**src/rtl/target_track_pkg.sv**
```systemverilog
// Shared definitions for the target track predictor: mode encodings,
// controller state type and the unsigned saturation helper.
package target_track_pkg;

  localparam logic [1:0] MODE_PASS    = 2'b00;
  localparam logic [1:0] MODE_PREDICT = 2'b01;
  localparam logic [1:0] MODE_HOLD    = 2'b10;

  typedef enum logic [1:0] {
    ST_IDLE    = 2'd0,
    ST_CALC    = 2'd1,
    ST_PRESENT = 2'd2
  } state_t;

  // Saturate a signed value into the unsigned range [0, 2^w - 1].
  function automatic logic [31:0] clamp_unsigned(input logic signed [31:0] v, input int w);
    logic signed [31:0] hi;
    hi = (32'sd1 <<< w) - 32'sd1;
    if (v < 32'sd0)
      return '0;
    if (v > hi)
      return $unsigned(hi);
    return $unsigned(v);
  endfunction

endpackage

```
**src/rtl/track_channel.sv**
```systemverilog
// One coordinate axis: DEPTH-entry history ring plus the velocity and
// extrapolation datapath that works on the newest and LAG-old samples.
module track_channel
  import target_track_pkg::*;
#(
  parameter int COORD_W       = 8,
  parameter int DEPTH         = 8,
  parameter int LAG           = 2,
  parameter int VEL_SHIFT     = 4,
  parameter int HORIZON_SHIFT = 2,
  parameter int DEADBAND      = 1
) (
  input  logic                       clk50mhz,
  input  logic                       rst_n,
  input  logic                       clr,
  input  logic                       wr_en,
  input  logic [$clog2(DEPTH)-1:0]   wr_ptr,
  input  logic [COORD_W-1:0]         wr_data,
  output logic [COORD_W-1:0]         newest,
  output logic [COORD_W-1:0]         pred,
  output logic                       moving
);

  localparam int PTR_W = $clog2(DEPTH);

  logic        [COORD_W-1:0] ring [DEPTH];
  logic        [PTR_W-1:0]   new_ptr;
  logic        [PTR_W-1:0]   lag_ptr;
  logic        [COORD_W-1:0] lagged;
  logic signed [COORD_W:0]   dx;
  logic signed [COORD_W:0]   vx;
  logic        [COORD_W:0]   vx_mag;
  logic signed [COORD_W+1:0] vx_ext;
  logic signed [COORD_W+1:0] pred_wide;

  always_ff @(posedge clk50mhz or negedge rst_n) begin
    if (!rst_n) begin
      for (int i = 0; i < DEPTH; i++) ring[i] <= '0;
    end else if (clr) begin
      for (int i = 0; i < DEPTH; i++) ring[i] <= '0;
    end else if (wr_en) begin
      ring[wr_ptr] <= wr_data;
    end
  end

  // The write pointer already points past the newest entry; wrap is mod DEPTH.
  assign new_ptr = wr_ptr - PTR_W'(1);
  assign lag_ptr = wr_ptr - PTR_W'(LAG + 1);
  assign newest  = ring[new_ptr];
  assign lagged  = ring[lag_ptr];

  assign dx        = $signed({1'b0, newest}) - $signed({1'b0, lagged});
  assign vx        = dx >>> VEL_SHIFT;
  assign vx_mag    = vx[COORD_W] ? $unsigned(-vx) : $unsigned(vx);
  assign moving    = vx_mag > $unsigned((COORD_W+1)'(DEADBAND));
  assign vx_ext    = (COORD_W+2)'(vx);
  assign pred_wide = $signed({2'b00, newest}) + (vx_ext <<< HORIZON_SHIFT);
  assign pred      = COORD_W'(clamp_unsigned(32'(pred_wide), COORD_W));

endmodule

```
**src/rtl/target_track_predictor.sv**
```systemverilog
// Multi-channel target predictor: assembles frames from a byte stream, keeps
// per-channel history and presents a raw or extrapolated frame on valid/ready.
module target_track_predictor
  import target_track_pkg::*;
#(
  parameter int CHANNELS      = 2,
  parameter int COORD_W       = 8,
  parameter int DEPTH         = 8,
  parameter int LAG           = 2,
  parameter int VEL_SHIFT     = 4,
  parameter int HORIZON_SHIFT = 2,
  parameter int DEADBAND      = 1,
  parameter int FRAME_GAP     = 1_000_000
) (
  input  logic                          clk50mhz,
  input  logic                          rst_n,
  input  logic                          in_valid,
  input  logic [COORD_W-1:0]            in_data,
  input  logic [1:0]                    mode,
  input  logic                          flush,
  output logic                          out_valid,
  input  logic                          out_ready,
  output logic [CHANNELS*COORD_W-1:0]   out_data,
  output logic                          out_predicted,
  output logic                          hist_full,
  output logic                          overrun,
  output logic                          frame_abort
);

  localparam int IDX_W   = $clog2(CHANNELS);
  localparam int PTR_W   = $clog2(DEPTH);
  localparam int CNT_W   = $clog2(DEPTH + 1);
  localparam int GAP_W   = $clog2(FRAME_GAP + 1);
  localparam int FRAME_W = CHANNELS * COORD_W;

  logic [IDX_W-1:0]    idx;
  logic [FRAME_W-1:0]  part_buf;
  logic [GAP_W-1:0]    gap_cnt;
  logic [PTR_W-1:0]    wr_ptr;
  logic [CNT_W-1:0]    count;
  logic [FRAME_W-1:0]  frame_vec;
  logic [FRAME_W-1:0]  newest_vec;
  logic [FRAME_W-1:0]  pred_vec;
  logic [CHANNELS-1:0] moving_vec;
  logic                frame_done;
  logic                dup;
  logic                commit;
  logic                gap_hit;
  logic                predict_en;
  logic                ovr_set;
  state_t              state;
  state_t              state_nxt;

  // The last byte of a frame is used straight from the input so the frame
  // commits on the same edge that samples it.
  always_comb begin
    frame_vec = part_buf;
    frame_vec[FRAME_W-1 -: COORD_W] = in_data;
  end

  assign frame_done = in_valid && (idx == IDX_W'(CHANNELS - 1));
  assign dup        = (count != '0) && (frame_vec == newest_vec);
  assign commit     = frame_done && !dup && !flush;
  assign gap_hit    = !in_valid && (idx != '0) && (gap_cnt == GAP_W'(FRAME_GAP - 1));

  always_ff @(posedge clk50mhz or negedge rst_n) begin
    if (!rst_n) begin
      idx         <= '0;
      part_buf    <= '0;
      gap_cnt     <= '0;
      frame_abort <= 1'b0;
    end else begin
      frame_abort <= 1'b0;
      if (flush) begin
        idx      <= '0;
        part_buf <= '0;
        gap_cnt  <= '0;
      end else if (in_valid) begin
        gap_cnt <= '0;
        part_buf[idx*COORD_W +: COORD_W] <= in_data;
        idx     <= frame_done ? '0 : idx + IDX_W'(1);
      end else if (idx != '0) begin
        if (gap_hit) begin
          idx         <= '0;
          gap_cnt     <= '0;
          frame_abort <= 1'b1;
        end else begin
          gap_cnt <= gap_cnt + GAP_W'(1);
        end
      end
    end
  end

  always_ff @(posedge clk50mhz or negedge rst_n) begin
    if (!rst_n) begin
      wr_ptr <= '0;
      count  <= '0;
    end else if (flush) begin
      wr_ptr <= '0;
      count  <= '0;
    end else if (commit) begin
      wr_ptr <= wr_ptr + PTR_W'(1);
      if (count != CNT_W'(DEPTH)) count <= count + CNT_W'(1);
    end
  end

  for (genvar k = 0; k < CHANNELS; k++) begin : g_ch
    track_channel #(
      .COORD_W      (COORD_W),
      .DEPTH        (DEPTH),
      .LAG          (LAG),
      .VEL_SHIFT    (VEL_SHIFT),
      .HORIZON_SHIFT(HORIZON_SHIFT),
      .DEADBAND     (DEADBAND)
    ) u_ch (
      .clk50mhz(clk50mhz),
      .rst_n   (rst_n),
      .clr     (flush),
      .wr_en   (commit),
      .wr_ptr  (wr_ptr),
      .wr_data (frame_vec[k*COORD_W +: COORD_W]),
      .newest  (newest_vec[k*COORD_W +: COORD_W]),
      .pred    (pred_vec[k*COORD_W +: COORD_W]),
      .moving  (moving_vec[k])
    );
  end

  assign predict_en = (mode == MODE_PREDICT) && (count > CNT_W'(LAG)) && (|moving_vec);

  always_ff @(posedge clk50mhz or negedge rst_n) begin
    if (!rst_n) begin
      state   <= ST_IDLE;
      overrun <= 1'b0;
    end else begin
      state   <= state_nxt;
      overrun <= ovr_set;
    end
  end

  // A commit during CALC re-runs CALC so the freshest frame is the one presented.
  always_comb begin
    state_nxt = state;
    ovr_set   = 1'b0;
    case (state)
      ST_IDLE: begin
        if (commit) state_nxt = ST_CALC;
      end
      ST_CALC: begin
        if (commit)                 state_nxt = ST_CALC;
        else if (mode == MODE_HOLD) state_nxt = ST_IDLE;
        else                        state_nxt = ST_PRESENT;
      end
      ST_PRESENT: begin
        if (commit) begin
          state_nxt = ST_CALC;
          ovr_set   = 1'b1;
        end else if (out_ready) begin
          state_nxt = ST_IDLE;
        end
      end
      default: state_nxt = ST_IDLE;
    endcase
    if (flush) begin
      state_nxt = ST_IDLE;
      ovr_set   = 1'b0;
    end
  end

  always_ff @(posedge clk50mhz or negedge rst_n) begin
    if (!rst_n) begin
      out_data      <= '0;
      out_predicted <= 1'b0;
    end else if (state == ST_CALC) begin
      out_data      <= predict_en ? pred_vec : newest_vec;
      out_predicted <= predict_en;
    end
  end

  assign out_valid = (state == ST_PRESENT);
  assign hist_full = (count == CNT_W'(DEPTH));

endmodule

```
**config.mk**
```make
export PLATFORM = sky130hd
export DESIGN_NAME = target_track_predictor
export DESIGN_NICKNAME = d
export VERILOG_FILES = /design/src/rtl/target_track_pkg.sv /design/src/rtl/track_channel.sv /design/src/rtl/target_track_predictor.sv
export SDC_FILE = /design/constraint.sdc
export NUM_CORES = 1
export LEC_CHECK = 0
export CORE_MARGIN = 4
export CORE_UTILIZATION = 45
export CTS_CLUSTER_DIAMETER = 40
export DETAILED_ROUTE_END_ITERATION = 7
export PLACE_DENSITY_LB_ADDON = 0.05
export SETUP_SLACK_MARGIN = 0.3
export SLEW_MARGIN = 20
export SYNTH_ARGS = -nofsm -noshare
export SYNTH_HDL_FRONTEND = slang
export SYNTH_SLANG_ARGS = --single-unit
```
**constraint.sdc**
```tcl
create_clock -name clk50mhz -period 6.8 [get_ports clk50mhz]
set_input_delay 0.68 -clock clk50mhz [delete_from_list [all_inputs] [get_ports clk50mhz]]
set_output_delay 0.68 -clock clk50mhz [all_outputs]
set_load 0.005 [all_outputs]
```
==> metrics.yaml <==
run_status:
  outcome: "finished clean"
floorplanning:
  io_pins: 36
  die_w_um: 169.6
  die_y_um: 169.6
  initial_core_util_pct: 46.26
  die_area_um2: 28760
  core_um2: 25400
  fp-row-count: 58
global_routing:
  grt_usage_pct: 21.14
  grt_max_degree: 89
  grt-ovfl-total: 0
  grt_pass1_wl_um: 48070
  grt_pass1_vias: 8437
  antenna_found_initial: 0
synthesis:
  yosysSeqAreaShare_pct: 39.40
  synth_area_leaders: "dfrtp_1 39%, mux2i_1 18%, nor2_1 5.8%"
  netlist.area_leader.share_pct: 39.40
  synth_edf_count: 0
  synth_cell_types: 81
  yosysWarnings: 0
  synth.avg_cell_area_um2: 10.33
  synth_fp_nets: 1184
  synth_ff_type: "dfrtp_1"
  syn_area_um2: 11750
  post-synth-top-area-cell: "dfrtp_1"
  netlist_instances: 1137
  ys_ff_latch: 185
  postSynth.asyncResetShare_pct: 100.0
min_path:
  hp-class: "primary input to async pin"
route:
  first_pass_iters: 5
  vias: 8370
  wl_per_cell_um: 20.01
  vias_per_cell: 5.694
  wl_um: 29420
  ant_nets: 0
  drc: 0
  drtIter0Drc: 605
worst_setup_path:
  cp_cell_sequence: "clkinv_2 -> ha_2 -> xor2_4 -> buf_4 -> nand2_1 -> nand2_1 -> o21ai_0 -> ha_1 -> nor2_1 -> mux2_2 -> a311oi_2 -> ha_2 -> nor2_1 -> and3_1 -> a311o_1 -> or4_1 -> nand2_1 -> a21o_1 -> nand4_1 -> o21ai_2 -> nand2b_1 -> a311oi_2"
  cp_slowest_cell: "dfrtp_4"
  endpoint_kind: "register"
  rr_startpoint: "wr_ptr[0]$_DFFE_PN0P_"
  arrival_ns: 6.36
  critPathBufInv: 2
  path_delay_family: "compound AO/OA/AOI/OAI gates"
  cp-startpoint: "wr_ptr[0]$_DFFE_PN0P_"
  cp.required_ns: 7.13
  slowest_delay_ns: 0.60
  start_kind: "register"
  crit_type: "register to register"
  cpMostUsedCell: "nand2_1"
  cp_max_fo: 18
sta:
  maxSlewViolCount: 0
  finalSetupTns_ns: 0
  fin_skew_ns: 0.01352
  max-slew-margin-rel_pct: 27.65
  grt_setup_unrepaired: "no"
  finalHoldViolCount: 0
  finalCritPeriodShare_pct: 88.61
  final-setup-viol-count: 0
  worst_slew_pin_slew_ns: 1.081
  timing.fmax_mhz: 166.0
  layout_min_cycle_time_ns: 6.025
clocking:
  cts_tree: "built"
  cts-resized-gates: 0
  postCtsSetupBuffers: 0
  cts-root-buf: "clkbuf_16"
  cts_sinks: 185
  numCtsBuffers: 17
  clk_path_buf_depth: 2
  htree_levels: 4
  cts_hold_buf: 0
  clk_latency_ns: 0.43
  clk_pin_slew_ns: 0.08
placement:
  numPortBuffers: 35
  gp_congestion: 0.8282
  hpwlAfterDp_um: 19820
final_layout:
  area_delta_synth_final_pct: 8.402
  fin_nets: 1175
  drive_gt1_share_pct: 11.23
  antenna_cells: 0
job:
  cap_violations: 0
power_and_ir_drop:
  powerDensity_nw_per_um2: 194.6
  vdd_drop_max_mv: 0.1433
  power_leakage_uw: 0.006349
  power_uw: 2479
metrics by stage:
stage	std cells	worst slack (ns)	area [µm²]	util (%)	hold WS, ns
finish	1470	0.7746	12740	50.15	0.2624
detailed placement	1439	0.7732	12130	47.77	0.4637
CTS	1470	0.7456	12740	50.14	0.3308
global route	1470	0.3506	12740	50.15	0.3288
global placement	1439	0.8577	12130	47.77	0.4607
floorplan	1137	0.3570	11770	-	0.3844
cell usage in the layout (no fill, tap or decap), drive strengths merged, types with 3 or more instances in the layout:
| master | Yosys | final |
|---|---|---|
| ha | 31 | 31 |
| mux2 | 17 | 17 |
| buf | 39 | 16 |
| nor4 | 13 | 13 |
| a21boi | 4 | 4 |
| xor2 | 12 | 12 |
| o31ai | 8 | 8 |
| nand2b | 5 | 5 |
| clkdlybuf4s50 | 0 | 33 |
| a21o | 7 | 7 |
| or2 | 4 | 4 |
| a21oi | 38 | 38 |
| nor2b | 9 | 9 |
| mux4 | 28 | 28 |
| nand4 | 13 | 13 |
| a221o | 5 | 5 |
| nand3b | 5 | 5 |
| mux2i | 208 | 208 |
| clkbuf | 39 | 21 |
| a31oi | 5 | 5 |
| nand3 | 23 | 23 |
| clkinv | 1 | 4 |
| and2 | 7 | 7 |
| dfrtp | 185 | 185 |
| nor3 | 16 | 16 |
| nand2 | 71 | 71 |
| o211ai | 3 | 3 |
| o21ai | 54 | 54 |
| a211oi | 5 | 5 |
| o22ai | 3 | 3 |
| inv | 26 | 30 |
| nor2 | 182 | 182 |
| xnor2 | 22 | 22 |
| and3 | 13 | 13 |
Yosys cell counts (all sizes together) (2+ instances only):
master,count
o221a,2
nand4,13
a311oi,2
ha,31
or3,2
nor3,16
nor3b,2
nand3b,5
nor2b,9
o2bb2ai,2
a31oi,5
inv,26
a211o,2
a221o,5
and2,7
a211oi,5
a21boi,4
nor2,182
a221oi,2
xnor2,22
buf,39
nor4b,2
clkbuf,39
nor4,13
or4,2
o21ai,54
mux2i,208
o31ai,8
xor2,12
or2,4
and3,13
nand2b,5
nand2,71
mux2,17
nand3,23
a21o,7
mux4,28
dfrtp,185
o22ai,3
o211ai,3
a21oi,38
routing by layer:
metal | track usage [%] | part of all wire (%)
met5 | 0 | 0
met4 | 4.375 | 1.1
met3 | 2.842 | 3.4
met2 | 34.37 | 47
met1 | 30.46 | 48
power breakdown:
group / switching, µW / internal, µW
combinational: 181 / 122
clock: 461 / 577
sequential: 21.6 / 1120
total: 663 / 1820
area by class of cell:
| type | instances | area, µm² |
|---|---|---|
| multi-input cells | 847 | 6523 |
| flip-flops and latches | 185 | 4633 |
| well taps | 330 | 412.9 |
| inverters | 27 | 102.6 |
| repair buffers | 50 | 464.2 |
| clock buffers | 20 | 466.7 |
| clock inverters | 11 | 135.1 |
| fillers | 2355 | 12660 |
flip-flops by register name (all words and copies together), names as in the netlist:
register,flops
idx,1
out_predicted,1
overrun,1
wr_ptr,3
out_data,16
g_ch.u_ch.ring,128
count,4
part_buf,8
state,2
gap_cnt,20
frame_abort,1
cell families after synthesis:
family | Yosys count | synth area share (%)
DFF | 185 | 39.40
xor gates and xnor gates | 34 | 3.014
and+or+nand+nor | 372 | 15.45
adders and majority gates | 32 | 3.471
muxes | 253 | 24.78
buffers and inverters | 105 | 5.228
AOI/OAI and AO/OA | 156 | 8.657
worst paths after layout:
check	end	slack, ns	cells past startpoint
setup / recovery	out_data[8]$_DFFE_PN0N_	0.77	22
max in group asynchronous	g_ch[0].u_ch.ring[3]$_DFFE_PN0P_	5.30	2
hold / removal	count[3]$_DFFE_PN0P_	0.26	1
hold reg to reg	gap_cnt[19]$_DFFE_PN0P_	0.48	1
setup reg to reg	out_data[8]$_DFFE_PN0N_	0.77	22
min in group clk50mhz	gap_cnt[19]$_DFFE_PN0P_	0.48	1
No activity file was read; power rests on OpenSTA's default activity.
